File: src/rtl/axi_lite_reg_file_multi_port_if.sv
// AXI4-Lite interface bundle for the multi-port register file control port.
// The master modport drives requests; the slave modport answers them.
interface ifc_axi4_lite #(
    parameter int ADDR_WIDTH = 32,
    parameter int DATA_WIDTH = 32
);
    logic [ADDR_WIDTH-1:0]   awaddr;
    logic                    awvalid;
    logic                    awready;
    logic [DATA_WIDTH-1:0]   wdata;
    logic [DATA_WIDTH/8-1:0] wstrb;
    logic                    wvalid;
    logic                    wready;
    logic [1:0]              bresp;
    logic                    bvalid;
    logic                    bready;
    logic [ADDR_WIDTH-1:0]   araddr;
    logic                    arvalid;
    logic                    arready;
    logic [DATA_WIDTH-1:0]   rdata;
    logic [1:0]              rresp;
    logic                    rvalid;
    logic                    rready;

    modport master (
        output awaddr, awvalid, input awready,
        output wdata, wstrb, wvalid, input wready,
        input  bresp, bvalid, output bready,
        output araddr, arvalid, input arready,
        input  rdata, rresp, rvalid, output rready
    );

    modport slave (
        input  awaddr, awvalid, output awready,
        input  wdata, wstrb, wvalid, output wready,
        output bresp, bvalid, input bready,
        input  araddr, arvalid, output arready,
        output rdata, rresp, rvalid, input rready
    );
endinterface

File: src/rtl/axi_lite_reg_file_multi_port.sv
// AXI4-Lite register file with NUM_HW_PORTS hardware write ports sharing one
// bank of NUM_REGISTERS registers. Per-register read-only and W1C modes,
// byte strobes, fixed write priority and a configurable read pipeline.
// Optional feature macro: AXI_REG_FILE_ERR_RESP_EN (SLVERR on out-of-range
// accesses; otherwise every response is OKAY).
module axi_lite_reg_file_multi_port #(
    parameter int                          AXI_ADDR_WIDTH   = 32,
    parameter int                          AXI_DATA_WIDTH   = 32,
    parameter logic [AXI_ADDR_WIDTH-1:0]   AXI_BASE_ADDR    = '0,
    parameter int                          REGISTER_WIDTH   = 32,
    parameter int                          NUM_REGISTERS    = 16,
    parameter int                          NUM_HW_PORTS     = 2,
    parameter int                          ADD_READ_LATENCY = 0,
    parameter logic [NUM_REGISTERS-1:0]    RO_MASK          = '0,
    parameter logic [NUM_REGISTERS-1:0]    W1C_MASK         = '0
) (
    input  logic                                               clk,
    input  logic                                               rst,
    ifc_axi4_lite.slave                                        if_axi_ctrl,
    input  logic [NUM_HW_PORTS*NUM_REGISTERS-1:0]              i_hw_write_req,
    input  logic [NUM_HW_PORTS*NUM_REGISTERS*REGISTER_WIDTH-1:0] i_hw_write_data,
    output logic [NUM_REGISTERS*REGISTER_WIDTH-1:0]            o_reg_data,
    output logic [NUM_REGISTERS-1:0]                           o_axi_write_trigger
);
    localparam int STRB_WIDTH = AXI_DATA_WIDTH / 8;
    localparam int ADDR_LSB   = $clog2(STRB_WIDTH);
    localparam int IDX_W      = (NUM_REGISTERS > 1) ? $clog2(NUM_REGISTERS) : 1;
    localparam int NSTG       = ADD_READ_LATENCY + 1;

    typedef enum logic [1:0] {W_IDLE, W_HAVE_AW, W_HAVE_W, W_RESP} wstate_e;

    function automatic logic addr_in_range(input logic [AXI_ADDR_WIDTH-1:0] addr);
        return (addr >= AXI_BASE_ADDR) &&
               (((addr - AXI_BASE_ADDR) >> ADDR_LSB) < AXI_ADDR_WIDTH'(NUM_REGISTERS));
    endfunction

    function automatic logic [IDX_W-1:0] addr_index(input logic [AXI_ADDR_WIDTH-1:0] addr);
        return IDX_W'((addr - AXI_BASE_ADDR) >> ADDR_LSB);
    endfunction

    // ------------------------------------------------------------------
    // Write channel
    // ------------------------------------------------------------------
    wstate_e                   w_state_q, w_state_d;
    logic [AXI_ADDR_WIDTH-1:0] awaddr_q;
    logic [AXI_DATA_WIDTH-1:0] wdata_q;
    logic [STRB_WIDTH-1:0]     wstrb_q;
    logic [1:0]                bresp_q;
    logic                      aw_hs, w_hs, wr_apply, wr_hit_any, wr_err;
    logic [AXI_ADDR_WIDTH-1:0] wr_addr;
    logic [AXI_DATA_WIDTH-1:0] wr_data;
    logic [STRB_WIDTH-1:0]     wr_strb;
    logic [IDX_W-1:0]          wr_idx;
    logic [REGISTER_WIDTH-1:0] wr_bit_mask;
    logic [REGISTER_WIDTH-1:0] wr_data_reg;
    logic                      unused_wr_bits;

    assign aw_hs = if_axi_ctrl.awvalid && if_axi_ctrl.awready;
    assign w_hs  = if_axi_ctrl.wvalid  && if_axi_ctrl.wready;

    // A channel latched in an earlier cycle supplies its stored value;
    // otherwise the live bus value is used for same-cycle completion.
    assign wr_addr  = (w_state_q == W_HAVE_AW) ? awaddr_q : if_axi_ctrl.awaddr;
    assign wr_data  = (w_state_q == W_HAVE_W)  ? wdata_q  : if_axi_ctrl.wdata;
    assign wr_strb  = (w_state_q == W_HAVE_W)  ? wstrb_q  : if_axi_ctrl.wstrb;
    assign wr_apply = (aw_hs || (w_state_q == W_HAVE_AW)) && (w_hs || (w_state_q == W_HAVE_W));
    assign wr_hit_any  = wr_apply && addr_in_range(wr_addr);
    assign wr_idx      = addr_index(wr_addr);
    assign wr_data_reg = wr_data[REGISTER_WIDTH-1:0];
    assign unused_wr_bits = ^{wr_data, wr_strb};

`ifdef AXI_REG_FILE_ERR_RESP_EN
    assign wr_err = !addr_in_range(wr_addr);
`else
    assign wr_err = 1'b0;
`endif

    // Expand byte strobes to a per-bit write mask over the register width
    always_comb begin
        wr_bit_mask = '0;
        for (int b = 0; b < REGISTER_WIDTH; b++) begin
            wr_bit_mask[b] = wr_strb[b / 8];
        end
    end

    // Write FSM next state and channel readiness
    always_comb begin
        w_state_d          = w_state_q;
        if_axi_ctrl.awready = 1'b0;
        if_axi_ctrl.wready  = 1'b0;
        case (w_state_q)
            W_IDLE: begin
                if_axi_ctrl.awready = 1'b1;
                if_axi_ctrl.wready  = 1'b1;
                if (aw_hs && w_hs) w_state_d = W_RESP;
                else if (aw_hs)    w_state_d = W_HAVE_AW;
                else if (w_hs)     w_state_d = W_HAVE_W;
            end
            W_HAVE_AW: begin
                if_axi_ctrl.wready = 1'b1;
                if (w_hs) w_state_d = W_RESP;
            end
            W_HAVE_W: begin
                if_axi_ctrl.awready = 1'b1;
                if (aw_hs) w_state_d = W_RESP;
            end
            W_RESP: begin
                if (if_axi_ctrl.bready) w_state_d = W_IDLE;
            end
            default: w_state_d = W_IDLE;
        endcase
    end

    // Write FSM state, channel latches and response code
    always_ff @(posedge clk or posedge rst) begin
        if (rst) begin
            w_state_q <= W_IDLE;
            awaddr_q  <= '0;
            wdata_q   <= '0;
            wstrb_q   <= '0;
            bresp_q   <= 2'b00;
        end else begin
            w_state_q <= w_state_d;
            if (aw_hs) awaddr_q <= if_axi_ctrl.awaddr;
            if (w_hs) begin
                wdata_q <= if_axi_ctrl.wdata;
                wstrb_q <= if_axi_ctrl.wstrb;
            end
            if (wr_apply) bresp_q <= wr_err ? 2'b10 : 2'b00;
        end
    end

    assign if_axi_ctrl.bvalid = (w_state_q == W_RESP);
    assign if_axi_ctrl.bresp  = bresp_q;

    // ------------------------------------------------------------------
    // Register bank
    // ------------------------------------------------------------------
    logic [REGISTER_WIDTH-1:0] reg_view [NUM_REGISTERS];

    for (genvar gi = 0; gi < NUM_REGISTERS; gi++) begin : g_reg
        logic [REGISTER_WIDTH-1:0] val_q, val_d;
        logic [REGISTER_WIDTH-1:0] hw_win, hw_or;
        logic                      hw_any, axi_hit, trig_q;

        // Resolve hardware and AXI writes; hardware wins for RW/RO, while
        // W1C clears first and then sets so simultaneous set beats clear.
        always_comb begin
            hw_any  = 1'b0;
            hw_win  = '0;
            hw_or   = '0;
            for (int p = NUM_HW_PORTS - 1; p >= 0; p--) begin
                if (i_hw_write_req[p*NUM_REGISTERS + gi]) begin
                    hw_any = 1'b1;
                    hw_win = i_hw_write_data[(p*NUM_REGISTERS + gi)*REGISTER_WIDTH +: REGISTER_WIDTH];
                    hw_or  = hw_or | hw_win;
                end
            end
            axi_hit = wr_hit_any && (wr_idx == IDX_W'(gi));
            val_d   = val_q;
            if (W1C_MASK[gi]) begin
                if (axi_hit) val_d = val_q & ~(wr_data_reg & wr_bit_mask);
                val_d = val_d | hw_or;
            end else begin
                if (axi_hit && !RO_MASK[gi])
                    val_d = (val_q & ~wr_bit_mask) | (wr_data_reg & wr_bit_mask);
                if (hw_any) val_d = hw_win;
            end
        end

        // Register storage and the one-cycle AXI write trigger
        always_ff @(posedge clk or posedge rst) begin
            if (rst) begin
                val_q  <= '0;
                trig_q <= 1'b0;
            end else begin
                val_q  <= val_d;
                trig_q <= axi_hit;
            end
        end

        assign reg_view[gi]                                     = val_q;
        assign o_reg_data[gi*REGISTER_WIDTH +: REGISTER_WIDTH]  = val_q;
        assign o_axi_write_trigger[gi]                          = trig_q;
    end

    // ------------------------------------------------------------------
    // Read channel
    // ------------------------------------------------------------------
    logic                      rd_busy_q, ar_hs, rd_in_range, rd_err;
    logic [AXI_DATA_WIDTH-1:0] rd_sample;
    logic [NSTG-1:0]           stg_valid_q, stg_err_q, in_valid, in_err;
    logic [AXI_DATA_WIDTH-1:0] stg_data_q [NSTG];
    logic [AXI_DATA_WIDTH-1:0] in_data    [NSTG];

    assign if_axi_ctrl.arready = !rd_busy_q;
    assign ar_hs       = if_axi_ctrl.arvalid && !rd_busy_q;
    assign rd_in_range = addr_in_range(if_axi_ctrl.araddr);
    assign rd_sample   = rd_in_range ? AXI_DATA_WIDTH'(reg_view[addr_index(if_axi_ctrl.araddr)]) : '0;

`ifdef AXI_REG_FILE_ERR_RESP_EN
    assign rd_err = !rd_in_range;
`else
    assign rd_err = 1'b0;
`endif

    // Feed each pipeline stage from the sample or the previous stage
    always_comb begin
        in_valid   = '0;
        in_err     = '0;
        in_valid[0] = ar_hs;
        in_err[0]   = rd_err;
        in_data[0]  = rd_sample;
        for (int s = 1; s < NSTG; s++) begin
            in_valid[s] = stg_valid_q[s-1];
            in_err[s]   = stg_err_q[s-1];
            in_data[s]  = stg_data_q[s-1];
        end
    end

    // Read pipeline; the last stage is the R channel and holds until rready
    always_ff @(posedge clk or posedge rst) begin
        if (rst) begin
            rd_busy_q   <= 1'b0;
            stg_valid_q <= '0;
            stg_err_q   <= '0;
            for (int s = 0; s < NSTG; s++) stg_data_q[s] <= '0;
        end else begin
            if (ar_hs)
                rd_busy_q <= 1'b1;
            else if (stg_valid_q[NSTG-1] && if_axi_ctrl.rready)
                rd_busy_q <= 1'b0;
            for (int s = 0; s < NSTG - 1; s++) begin
                stg_valid_q[s] <= in_valid[s];
                stg_err_q[s]   <= in_err[s];
                stg_data_q[s]  <= in_data[s];
            end
            if (stg_valid_q[NSTG-1] && if_axi_ctrl.rready) begin
                stg_valid_q[NSTG-1] <= 1'b0;
            end else if (in_valid[NSTG-1]) begin
                stg_valid_q[NSTG-1] <= 1'b1;
                stg_err_q[NSTG-1]   <= in_err[NSTG-1];
                stg_data_q[NSTG-1]  <= in_data[NSTG-1];
            end
        end
    end

    assign if_axi_ctrl.rvalid = stg_valid_q[NSTG-1];
    assign if_axi_ctrl.rdata  = stg_data_q[NSTG-1];
    assign if_axi_ctrl.rresp  = stg_err_q[NSTG-1] ? 2'b10 : 2'b00;
endmodule

File: src/flat_wrapper.sv
// flat-port wrapper written by rule: the top's interface ports become plain ports
module axi_lite_reg_file_multi_port_flat 
#(
    parameter int                          AXI_ADDR_WIDTH   = 32,
    parameter int                          AXI_DATA_WIDTH   = 32,
    parameter logic [AXI_ADDR_WIDTH-1:0]   AXI_BASE_ADDR    = '0,
    parameter int                          REGISTER_WIDTH   = 32,
    parameter int                          NUM_REGISTERS    = 16,
    parameter int                          NUM_HW_PORTS     = 2,
    parameter int                          ADD_READ_LATENCY = 0,
    parameter logic [NUM_REGISTERS-1:0]    RO_MASK          = '0,
    parameter logic [NUM_REGISTERS-1:0]    W1C_MASK         = '0
)
  (clk, rst, i_hw_write_req, i_hw_write_data, o_reg_data, o_axi_write_trigger, if_axi_ctrl_awaddr, if_axi_ctrl_awvalid, if_axi_ctrl_awready, if_axi_ctrl_wdata, if_axi_ctrl_wstrb, if_axi_ctrl_wvalid, if_axi_ctrl_wready, if_axi_ctrl_bresp, if_axi_ctrl_bvalid, if_axi_ctrl_bready, if_axi_ctrl_araddr, if_axi_ctrl_arvalid, if_axi_ctrl_arready, if_axi_ctrl_rdata, if_axi_ctrl_rresp, if_axi_ctrl_rvalid, if_axi_ctrl_rready);
  ifc_axi4_lite #(.ADDR_WIDTH(32), .DATA_WIDTH(32)) if_axi_ctrl_i ();
  input  logic clk;
  input  logic rst;
  input  logic [NUM_HW_PORTS*NUM_REGISTERS-1:0] i_hw_write_req;
  input  logic [NUM_HW_PORTS*NUM_REGISTERS*REGISTER_WIDTH-1:0] i_hw_write_data;
  output logic [NUM_REGISTERS*REGISTER_WIDTH-1:0] o_reg_data;
  output logic [NUM_REGISTERS-1:0] o_axi_write_trigger;
  input wire logic [$bits(if_axi_ctrl_i.awaddr)-1:0] if_axi_ctrl_awaddr;
  input wire logic [$bits(if_axi_ctrl_i.awvalid)-1:0] if_axi_ctrl_awvalid;
  output wire logic [$bits(if_axi_ctrl_i.awready)-1:0] if_axi_ctrl_awready;
  input wire logic [$bits(if_axi_ctrl_i.wdata)-1:0] if_axi_ctrl_wdata;
  input wire logic [$bits(if_axi_ctrl_i.wstrb)-1:0] if_axi_ctrl_wstrb;
  input wire logic [$bits(if_axi_ctrl_i.wvalid)-1:0] if_axi_ctrl_wvalid;
  output wire logic [$bits(if_axi_ctrl_i.wready)-1:0] if_axi_ctrl_wready;
  output wire logic [$bits(if_axi_ctrl_i.bresp)-1:0] if_axi_ctrl_bresp;
  output wire logic [$bits(if_axi_ctrl_i.bvalid)-1:0] if_axi_ctrl_bvalid;
  input wire logic [$bits(if_axi_ctrl_i.bready)-1:0] if_axi_ctrl_bready;
  input wire logic [$bits(if_axi_ctrl_i.araddr)-1:0] if_axi_ctrl_araddr;
  input wire logic [$bits(if_axi_ctrl_i.arvalid)-1:0] if_axi_ctrl_arvalid;
  output wire logic [$bits(if_axi_ctrl_i.arready)-1:0] if_axi_ctrl_arready;
  output wire logic [$bits(if_axi_ctrl_i.rdata)-1:0] if_axi_ctrl_rdata;
  output wire logic [$bits(if_axi_ctrl_i.rresp)-1:0] if_axi_ctrl_rresp;
  output wire logic [$bits(if_axi_ctrl_i.rvalid)-1:0] if_axi_ctrl_rvalid;
  input wire logic [$bits(if_axi_ctrl_i.rready)-1:0] if_axi_ctrl_rready;
  assign if_axi_ctrl_i.awaddr = if_axi_ctrl_awaddr;
  assign if_axi_ctrl_i.awvalid = if_axi_ctrl_awvalid;
  assign if_axi_ctrl_awready = if_axi_ctrl_i.awready;
  assign if_axi_ctrl_i.wdata = if_axi_ctrl_wdata;
  assign if_axi_ctrl_i.wstrb = if_axi_ctrl_wstrb;
  assign if_axi_ctrl_i.wvalid = if_axi_ctrl_wvalid;
  assign if_axi_ctrl_wready = if_axi_ctrl_i.wready;
  assign if_axi_ctrl_bresp = if_axi_ctrl_i.bresp;
  assign if_axi_ctrl_bvalid = if_axi_ctrl_i.bvalid;
  assign if_axi_ctrl_i.bready = if_axi_ctrl_bready;
  assign if_axi_ctrl_i.araddr = if_axi_ctrl_araddr;
  assign if_axi_ctrl_i.arvalid = if_axi_ctrl_arvalid;
  assign if_axi_ctrl_arready = if_axi_ctrl_i.arready;
  assign if_axi_ctrl_rdata = if_axi_ctrl_i.rdata;
  assign if_axi_ctrl_rresp = if_axi_ctrl_i.rresp;
  assign if_axi_ctrl_rvalid = if_axi_ctrl_i.rvalid;
  assign if_axi_ctrl_i.rready = if_axi_ctrl_rready;
  axi_lite_reg_file_multi_port #(.AXI_ADDR_WIDTH(AXI_ADDR_WIDTH), .AXI_DATA_WIDTH(AXI_DATA_WIDTH), .AXI_BASE_ADDR(AXI_BASE_ADDR), .REGISTER_WIDTH(REGISTER_WIDTH), .NUM_REGISTERS(NUM_REGISTERS), .NUM_HW_PORTS(NUM_HW_PORTS), .ADD_READ_LATENCY(ADD_READ_LATENCY), .RO_MASK(RO_MASK), .W1C_MASK(W1C_MASK)) u_core (.clk(clk), .rst(rst), .if_axi_ctrl(if_axi_ctrl_i), .i_hw_write_req(i_hw_write_req), .i_hw_write_data(i_hw_write_data), .o_reg_data(o_reg_data), .o_axi_write_trigger(o_axi_write_trigger));
endmodule
File: config.mk
export PLATFORM = sky130hd
export DESIGN_NAME = axi_lite_reg_file_multi_port_flat
export DESIGN_NICKNAME = d
export VERILOG_FILES = /design/src/rtl/axi_lite_reg_file_multi_port_if.sv /design/src/rtl/axi_lite_reg_file_multi_port.sv /design/src/flat_wrapper.sv
export SDC_FILE = /design/constraint.sdc
export NUM_CORES = 2
export LEC_CHECK = 0
export BUFFER_PORTS_ARGS = -buffer_cell sky130_fd_sc_hd__buf_2
export CAP_MARGIN = 20
export CORE_AREA = 2 2 671 673
export DETAILED_ROUTE_END_ITERATION = 8
export DIE_AREA = 0 0 673 675
export GPL_TIMING_DRIVEN = 0
export PLACE_DENSITY = 0.3
export REMOVE_ABC_BUFFERS = 1
export SLEW_MARGIN = 30
export SYNTH_ARGS = -nofsm -noshare
export SYNTH_HDL_FRONTEND = slang
export SYNTH_SLANG_ARGS = --single-unit
File: constraint.sdc
create_clock -name clk -period 66.4 [get_ports clk]
set_clock_uncertainty 0.15 [all_clocks]
set_input_delay 13.28 -clock clk [delete_from_list [all_inputs] [get_ports clk]]
set_output_delay 13.28 -clock clk [all_outputs]
set_load 0.005 [all_outputs]
==> summary.txt <==
Outcome
  • Status: finished, final reports clean

Setup path
  • Max FO, Critical Path: 21
  • Crit Path Category: in -> reg
  • Worst path arrival time: 18480 ps
  • Depth of the worst register-to-register path: 20
  • CP Capture Type: register
  • Data required time of the worst path: 67050 ps
  • Startpoint class of the critical path: input pin
  • Slack of the worst reg-to-reg path: 59930 ps
  • Critical R2R Launch: u_core.w_state_q[0]
  • Source of the critical timing path: if_axi_ctrl_awvalid

Global route
  • Largest net degree at the start of global routing: 78
  • Overall global routing resource usage: 22.3%
  • First-pass GRT wire length: 627000 um
  • Residual overflow from global routing: 0
  • Initial antenna violation count: 180
  • Via count of the first global-routing pass: 44500

Route
  • Total number of vias: 45800
  • Total wire length: 526000 um
  • DRC viols: 0
  • Antenna-violating nets left: 0
  • Length of the first detailed-routing pass in iterations: 6
  • Average detailed-routed wire length per instance: 45.0 um
  • First-iteration detailed-routing DRC count: 4950
  • Vias/cell: 3.91

Placed design
  • Post-Place Cell Area: 0.0593 mm2
  • Number of buffers inserted by port buffering: 1723
  • Final HPWL from detailed placement: 453000 um
  • Final Wtd Congestion: 0.848

Worst hold path
  • Worst hold path type: reg -> reg
  • Worst Hold Path Cells: 2

Synth
  • Post-synthesis instance area: 0.0383 mm2
  • Yosys reg bits: 630
  • Most common flop cell mapped by yosys: dfrtp_1
  • Cell type contributing the most total cell area after synthesis: dfrtp_1
  • Leading post-synthesis cells by cell area: dfrtp_1, mux4_2, mux2_2
  • Post-Syn Area per Cell: 9.87 um2
  • Most frequent cell after synthesis: dfrtp_1
  • Post-synthesis cell type count: 66
  • Number of warnings printed during yosys synthesis: 0
  • Post-synthesis async set-or-reset flop share: 100%
  • Number of instances in the synthesized netlist: 3880
  • Area share of the largest cell type after synthesis: 41.2%
  • Top cell types by occurrence after synthesis: dfrtp_1, nand2_1, o21ai_0
  • Sequential-to-total area share from yosys stat: 41.2%
  • Number of flops mapped to enable cells by yosys: 0

STA
  • Worst-case headroom to the max-slew limit: 24.7%
  • WHS: 328 ps
  • Number of pins exceeding their max-slew limit in the final report: 0
  • Count of endpoints failing hold in the final timing report: 0
  • Maximum achievable frequency: 56.1 MHz
  • Transition time of the tightest slew-check pin: 1120 ps
  • RSZ-0062 raised after global routing: no
  • Min cycle time layout: 17830 ps
  • Final setup vio count: 0
  • Total Negative Setup Slacks: 0 ps
  • Crit share post-route: 26.9%

Power
  • Worst vdd rail ir drop: 0.0000190 V
  • Power density of the placed cells: 29.5 mW/mm2
  • Power, Total: 1860 uW
  • Reported leakage power: 0.0270 uW

Clocking
  • TritonCTS clock tree: built
  • Maximum level of the CTS H-tree: 3
  • Total of cells resized after clock tree synthesis: 0
  • Clock transition at path regs: 70 ps
  • Total clock buffers created by CTS: 105
  • Clock sink count: 630
  • Root Buffer Master: clkbuf_16
  • Quantity of hold-fixing buffers added after cts: 0
  • Worst-Skew Late Latency: 870 ps
  • Clock tree buffer depth: 4
  • Number of buffers added for setup after CTS: 0

Floorplan
  • Ports: 1732
  • Total Die Area: 0.454 mm2
  • Die H: 675 um
  • Core region area: 0.447 mm2
  • Starting utilization of the core area: 8.56%
  • Site row count: 246
  • Die boundary width: 673 um

Cells and area
  • Nets: 6787
  • Signed area change from the synthesized netlist to the final layout: 64.7%
  • Fraction of final layout cells with drive strength greater than 1: 48.7%
  • Sequential Area: 0.0158 mm2
  • Fin area: 0.0631 mm2
  • Area used by multi-input combinational logic: 0.0223 mm2
  • Number of filler cells placed in the layout: 50900
  • Post-route core utilization: 14.1%

Run
  • Number of maximum-capacitance constraint violations: 0
cell families after synthesis:
family / share of synthesized area, %
AOI/OAI and AO/OA: 20.6
muxes: 22.2
and+or+nand+nor: 11.7
adders and majority gates: 0.131
other: 0.00979
DFF: 41.2
buffers and inverters: 4.23
where the power goes:
group | switching, uW | internal, uW | leakage, uW
logic | 470 | 232 | 0.0175
clock network | 252 | 365 | 0.00177
registers | 99.2 | 442 | 0.00768
total | 821 | 1040 | 0.0270
layout by cell type, fill, tap and decap left out, drive strengths merged, types with 11 or more instances in the layout:
master and instances:
or2 20, a31o 14, inv 57, nand3 48, nand2 589, clkbuf 139, o21a 29, a22o 135
dfrtp 630, a22oi 12, nor2 162, o31ai 19, bufinv 13, o21ai 453, a211oi 15, o211ai 30
a21oi 239, mux2i 211, and3 11, nand2b 12, nor4 16, mux2 246, mux4 160, nor2b 80
buf 1972, a221o 130, nand4 11, a2bb2oi 18, nor3 33, a31oi 64, clkinv 21, diode 57
routing by layer:
metal  track usage, %  up-vias  share of wire [%]
met5                0        -               0.10
met2             36.1     2810                 46
met1             27.8    24300                 41
met3             8.33      511                9.9
met4             5.30       78                2.6
li1                 -    18100                  -
stage by stage:
| stage | setup WS, ps | std cells |
|---|---|---|
| 6_report | 48570 | 11700 |
| 5_1_grt | 48360 | 11700 |
| 4_1_cts | 48640 | 11700 |
| 3_5_place_dp | 47680 | 11500 |
| 3_3_place_gp | 21270 | 11200 |
| 2_1_floorplan | 35320 | 3534 |
worst max-delay path: stages:
cell             delay, ps
buf_2                  140
o21ai_4                200
buf_16                 250
or4_2                 1030
a222oi_1               490
clkdlybuf4s18_2        330
buf_2                  210
buf_2                  190
buf_2                  200
buf_2                  230
clkdlybuf4s18_2        280
nand2_1                240
nor3_2                 250
buf_4                  210
buf_1                  110
buf_4                  180
buf_4                  200
buf_4                  230
a221o_1                180
cell type report:
class	count	area share, %
Inverter	54	0.361
Multi-Input combinational cell	2850	35.4
Antenna cell	57	0.226
Tap cell	5952	11.8
Clock inverter	46	0.982
Timing Repair Buffer	1979	21.5
Clock buffer	139	4.75
Sequential cell	630	25.0
how the worst min path moves through the flow:
stage | slack, ps | to | start
final | 330 | u_core.if_axi_ctrl.rdata[6] | u_core.if_axi_ctrl.rdata[6]
after floorplan | 300 | u_core.wdata_q[0] | u_core.wdata_q[0]
after detailed placement | 310 | u_core.wdata_q[20] | u_core.wdata_q[20]
after CTS | 330 | u_core.wdata_q[20] | u_core.wdata_q[20]
after global routing | 340 | u_core.wdata_q[0] | u_core.wdata_q[0]
after global placement | 310 | u_core.if_axi_ctrl.rdata[3] | u_core.if_axi_ctrl.rdata[3]
No activity file was read; power rests on OpenSTA's default activity.
